`config.mk`:
```
export PLATFORM = sky130hd
export DESIGN_NAME = sign_split
export DESIGN_NICKNAME = d
export VERILOG_FILES = /design/src/rtl/mult_pkg.sv /design/src/rtl/abs_conv.sv /design/src/rtl/sign_split.sv
export SDC_FILE = /design/constraint.sdc
export NUM_CORES = 1
export LEC_CHECK = 0
export ABC_AREA = 1
export CAP_MARGIN = 5
export CORE_MARGIN = 5
export CORE_UTILIZATION = 35
export DETAILED_ROUTE_END_ITERATION = 10
export DONT_BUFFER_PORTS = 1
export GPL_TIMING_DRIVEN = 0
export SLEW_MARGIN = 30
export SYNTH_ARGS = -nofsm -noshare
export SYNTH_HDL_FRONTEND = slang
export SYNTH_SLANG_ARGS = --single-unit
```
`constraint.sdc`:
```
create_clock -name clk -period 2.8 [get_ports clk]
set_input_delay 0.7 -clock clk [delete_from_list [all_inputs] [get_ports clk]]
set_output_delay 0.7 -clock clk [all_outputs]
set_load 0.03 [all_outputs]
```
`src/rtl/mult_pkg.sv`:
```
// ============================================================================
// Module   : mult_pkg
// Purpose  : Shared constants and sign encoding for the signed multiplier
//            datapath (operand split front-end and output sign-apply stage).
// Revision : 1.0 - initial release
// ============================================================================
`default_nettype none

package mult_pkg;

  localparam int MULT_W = 32;

  // Most negative operand, -2^(MULT_W-1); its magnitude is exactly 2^(MULT_W-1).
  localparam logic [MULT_W-1:0] MULT_MIN = {1'b1, {(MULT_W-1){1'b0}}};

  typedef enum logic {
    SIGN_POS = 1'b0,
    SIGN_NEG = 1'b1
  } sign_e;

endpackage

`default_nettype wire

```
`src/rtl/abs_conv.sv`:
```
// ============================================================================
// Module   : abs_conv
// Purpose  : Combinational two's-complement to unsigned magnitude, sign and
//            most-negative-value detection.
// Revision : 1.0 - initial release
// ============================================================================
`default_nettype none

module abs_conv
  import mult_pkg::*;
#(
  parameter int W = MULT_W
) (
  input  logic [W-1:0] val,
  output logic [W-1:0] mag,
  output logic         sign,
  output logic         is_min
);

  localparam logic [W-1:0] c_min = {1'b1, {(W-1){1'b0}}};

  sign_e w_sign;

  assign w_sign = val[W-1] ? SIGN_NEG : SIGN_POS;
  assign sign   = w_sign;

  // -2^(W-1) negates to itself, which reads correctly as 2^(W-1) unsigned.
  assign mag    = (w_sign == SIGN_NEG) ? (~val + W'(1)) : val;
  assign is_min = (val == c_min);

endmodule

`default_nettype wire

```
`src/rtl/sign_split.sv`:
```
// ============================================================================
// Module   : sign_split
// Purpose  : Two-stage valid/ready front-end splitting signed operands into
//            magnitudes, operand signs and product sign.
//            Optional: SIGN_SPLIT_ZERO_SIGN_EN forces sp=0 for a zero operand.
// Revision : 1.0 - initial release
// ============================================================================
`default_nettype none

module sign_split
  import mult_pkg::*;
#(
  parameter int W = MULT_W
) (
  input  logic         clk,
  input  logic         rst,
  input  logic         in_valid,
  output logic         in_ready,
  input  logic [W-1:0] a,
  input  logic [W-1:0] b,
  output logic         out_valid,
  input  logic         out_ready,
  output logic [W-1:0] as_mag,
  output logic [W-1:0] bs_mag,
  output logic         sa,
  output logic         sb,
  output logic         sp,
  output logic         min_flag
);

  logic [W-1:0] r_a;
  logic [W-1:0] r_b;
  logic         r_s1_valid;
  logic         r_s2_valid;
  logic [W-1:0] r_as_mag;
  logic [W-1:0] r_bs_mag;
  logic         r_sa;
  logic         r_sb;
  logic         r_sp;
  logic         r_min_flag;

  logic         w_adv1;
  logic         w_adv2;
  logic [W-1:0] w_as_mag;
  logic [W-1:0] w_bs_mag;
  logic         w_sa;
  logic         w_sb;
  logic         w_sp;
  logic         w_a_min;
  logic         w_b_min;

  assign w_adv2   = r_s1_valid & (~r_s2_valid | out_ready);
  assign in_ready = ~r_s1_valid | w_adv2;
  assign w_adv1   = in_valid & in_ready;

  abs_conv #(.W(W)) u_abs_a (
    .val    (r_a),
    .mag    (w_as_mag),
    .sign   (w_sa),
    .is_min (w_a_min)
  );

  abs_conv #(.W(W)) u_abs_b (
    .val    (r_b),
    .mag    (w_bs_mag),
    .sign   (w_sb),
    .is_min (w_b_min)
  );

`ifdef SIGN_SPLIT_ZERO_SIGN_EN
  // A zero product must never be negated downstream.
  assign w_sp = (w_sa ^ w_sb) & ~((r_a == '0) | (r_b == '0));
`else
  assign w_sp = w_sa ^ w_sb;
`endif

  always_ff @(posedge clk) begin
    if (rst) begin
      r_a        <= '0;
      r_b        <= '0;
      r_s1_valid <= 1'b0;
      r_s2_valid <= 1'b0;
      r_as_mag   <= '0;
      r_bs_mag   <= '0;
      r_sa       <= 1'b0;
      r_sb       <= 1'b0;
      r_sp       <= 1'b0;
      r_min_flag <= 1'b0;
    end else begin
      if (w_adv1) begin
        r_a        <= a;
        r_b        <= b;
        r_s1_valid <= 1'b1;
      end else if (w_adv2) begin
        r_s1_valid <= 1'b0;
      end

      // Output registers only load on advance, so they hold under backpressure.
      if (w_adv2) begin
        r_as_mag   <= w_as_mag;
        r_bs_mag   <= w_bs_mag;
        r_sa       <= w_sa;
        r_sb       <= w_sb;
        r_sp       <= w_sp;
        r_min_flag <= w_a_min | w_b_min;
        r_s2_valid <= 1'b1;
      end else if (out_ready) begin
        r_s2_valid <= 1'b0;
      end
    end
  end

  assign out_valid = r_s2_valid;
  assign as_mag    = r_as_mag;
  assign bs_mag    = r_bs_mag;
  assign sa        = r_sa;
  assign sb        = r_sb;
  assign sp        = r_sp;
  assign min_flag  = r_min_flag;

endmodule

`default_nettype wire

```
==> qor.yml <==
run_status:
  status: "finished clean"
die:
  die_h_um: 147.5
  boundaryPins: 138
  initial_core_util: 0.3548
  core_area_um2: 18640
  dieArea_um2: 21750
  rows: 50
  die_w_um: 147.5
grt:
  grt_max_degree: 17
  antenna_found_initial: 5
  overflow: 0
  grt_pass1_wl_mm: 34.34
  grt_pass1_vias: 6062
  grt_usage: 0.2062
setup_path:
  critPathMaxStageDelay_ns: 0.53
  cp.required_ns: 3.12
  crit_path_end_kind: "register"
  reg2reg_depth: 6
  worst_path_most_repeated_cell: "nor2_1"
  slowest_stage: "dfxtp_1"
  reg2reg_from: "out_valid$_SDFFE_PP0P_"
  path_max_fanout: 10
  crit_type: "reg2reg"
  crit_chain: "nand3_1 > nand2_1 > buf_2 > clkinv_1 > nor2_1 > nor2_1"
  start_kind: "register"
  r2r_end: "r_a[11]$_SDFFE_PP0P_"
  worstPathArrival_ns: 2.54
  ff2ff_setup_slack_ns: 0.58
power_and_ir_drop:
  ir_drop_uv: 400.9
  p_leak_uw: 0.003417
  total_power_uw: 5508
  power_density_nw_per_um2: 729.9
timing:
  setup_tns_ns: 0
  period_share: 0.7937
  slew_headroom: 0.6395
  worst_slew_pin_slew_ns: 0.5407
  skew_ns: 0.007925
  rsz0062_at_grt: "false"
  hold_violations: 0
  fmax_ghz: 0.4500
  fin_crit_ns: 2.222
  final-max-slew-violation-count: 0
  setup_viol: 0
min_path:
  hp-start: "a[21]"
  holdPathEnd: "r_a[21]$_SDFFE_PP0P_"
  hp-class: "in2reg"
  hold_depth: 2
final_layout:
  regArea_um2: 2683
  synthToLayoutAreaGrowth_pct: 14.07
  drive_gt1_frac: 0.08780
  multiInputGateArea_um2: 3271
  n_fill_cell: 2012
  fin_util: 0.4048
  nNetsFinal: 1082
place:
  place_hpwl_mm: 17.39
  place.gp.congestion: 0.9427
  io_buffer_count: 0
cts:
  cts_resized: 0
  htree_num_levels: 4
  clk_pin_slew_ns: 0.06
  cts_tree: "built"
  cts_buffers: 17
  cts_root_buf: "clkbuf_16"
  post-cts-setup-buffer-count: 0
  cts.sinks: 134
  clk_path_buf_depth: 2
  clk-insertion-delay-late_ns: 0.43
  ctsHoldBuffers: 0
drt:
  ant_nets: 0
  firstDrtPassIters: 5
  wl_per_cell_um: 17.93
  wirelength_mm: 22.67
  drt-vias-per-instance: 5.105
  vias: 6453
  drcViolationCount: 0
  drtIter0Drc: 470
flow_run:
  cap_violations: 0
synth:
  synth_fp_nets: 1063
  synth.distinct_cells: 31
  synth_cells: 993
  synth_enable_flop_cells: 0
  seq_area_frac_synth: 0.4055
  synth_warnings: 0
  async_reset_ff_frac: 0
  yosys_register_bits: 134
  synth.avg_cell_area_um2: 6.662
  synth_flop_cell: "dfxtp_1"
  syn-cell-area_um2: 6615
==> metal layers <==
layer | GRT usage | vias up | share of wire
met1 | 0.2561 | 2950 | 0.43
met4 | 0.06990 | 6 | 0.026
li1 | - | 3253 | -
met3 | 0.06622 | 39 | 0.083
met5 | 0 | - | 0.0012
met2 | 0.3389 | 205 | 0.46
==> logic make-up (layout without fill, tap and decap cells) <==
group           after synthesis  in the layout  synth area share
simple gates                460            460            0.2947
fa+ha+maj                     2              2          0.003782
xor+xnor                     19             19           0.02516
flops                       134            134            0.4055
other cells                   0              5                 0
compound gates              220            220            0.1708
buf+inv                     158            190            0.1001
==> where the power goes <==
part	switching, µW	total [µW]	leakage, µW	internal [µW]
clock	845	2400	0.000307	1550
combinational	535	788	0.00200	253
sequential	272	2320	0.00111	2050
==> critical path: cells and delay by family, from the launching register on <==
family | cells | cell delay, ns
buf+inv | 2 | 0.60
flops | 1 | 0.53
simple gates | 4 | 0.97
==> how the worst max path moves through the flow <==
stage	cells past startpoint	startpoint	to	slack (ns)
2_1_floorplan	7	out_ready	r_a[11]$_SDFFE_PP0P_	0.95
3_3_place_gp	7	out_ready	r_a[16]$_SDFFE_PP0P_	0.45
3_5_place_dp	7	out_ready	r_a[21]$_SDFFE_PP0P_	0.45
4_1_cts	6	out_valid$_SDFFE_PP0P_	r_a[11]$_SDFFE_PP0P_	0.55
5_1_grt	6	out_valid$_SDFFE_PP0P_	r_a[4]$_SDFFE_PP0P_	0.39
6_report	6	out_valid$_SDFFE_PP0P_	r_a[11]$_SDFFE_PP0P_	0.58
==> flip-flops by register name, indices dropped and copies added, names as in the netlist <==
name and cells:
r_s1_valid 1, sb 1, min_flag 1, sp 1, r_a 32, out_valid 1
bs_mag 32, r_b 32, sa 1, as_mag 32
==> cell usage after synthesis, types with 5 or more instances <==
cell | instances | area [µm²]
nand2_2 | 8 | 50.05
buf_4 | 5 | 37.54
buf_2 | 27 | 135.1
nor2_1 | 166 | 623.1
nand3_1 | 64 | 320.3
a21oi_1 | 95 | 475.5
dfxtp_1 | 134 | 2683
o21ai_0 | 112 | 560.5
inv_1 | 105 | 394.1
nand4_1 | 9 | 56.30
xor2_1 | 19 | 166.4
nand2_1 | 191 | 716.9
o211ai_1 | 5 | 37.54
nor2_4 | 5 | 56.30
nor2_2 | 5 | 31.28
clkbuf_1 | 15 | 56.30
==> final cells by class <==
class | instances | area share
buffer | 50 | 0.03399
tap | 234 | 0.03880
inverter | 108 | 0.05372
clock inverter | 9 | 0.01957
multi-input combinational | 701 | 0.4334
antenna | 5 | 0.001658
clock buffer | 23 | 0.06334
sequential | 134 | 0.3555
==> placed cells by master, fill, tap and decap left out, drive strengths merged <==
cell,count
dfxtp,134
diode,5
nand3,68
clkinv,5
nor4,1
clkbuf,39
a2bb2oi,1
and2,1
o221ai,2
xor2,19
ha,2
buf,34
nand4,9
o211ai,5
a21oi,95
inv,107
nand3b,1
nor2,176
bufinv,4
o21ai,113
nand2,199
a31oi,4
clkinvlp,1
nor3,5
==> through the flow <==
stage,setup WS [ns],instances,instance area [µm²],hold WS [ns]
4_1_cts,0.5535,1259,7533,0.4353
5_1_grt,0.3932,1260,7536,0.4483
3_3_place_gp,0.4522,1227,6908,0.4634
6_report,0.5777,1264,7546,0.4422
3_5_place_dp,0.4542,1227,6908,0.4731
2_1_floorplan,0.9454,993,6615,0.4554
Note: power is estimated with default switching activity, not from simulation.
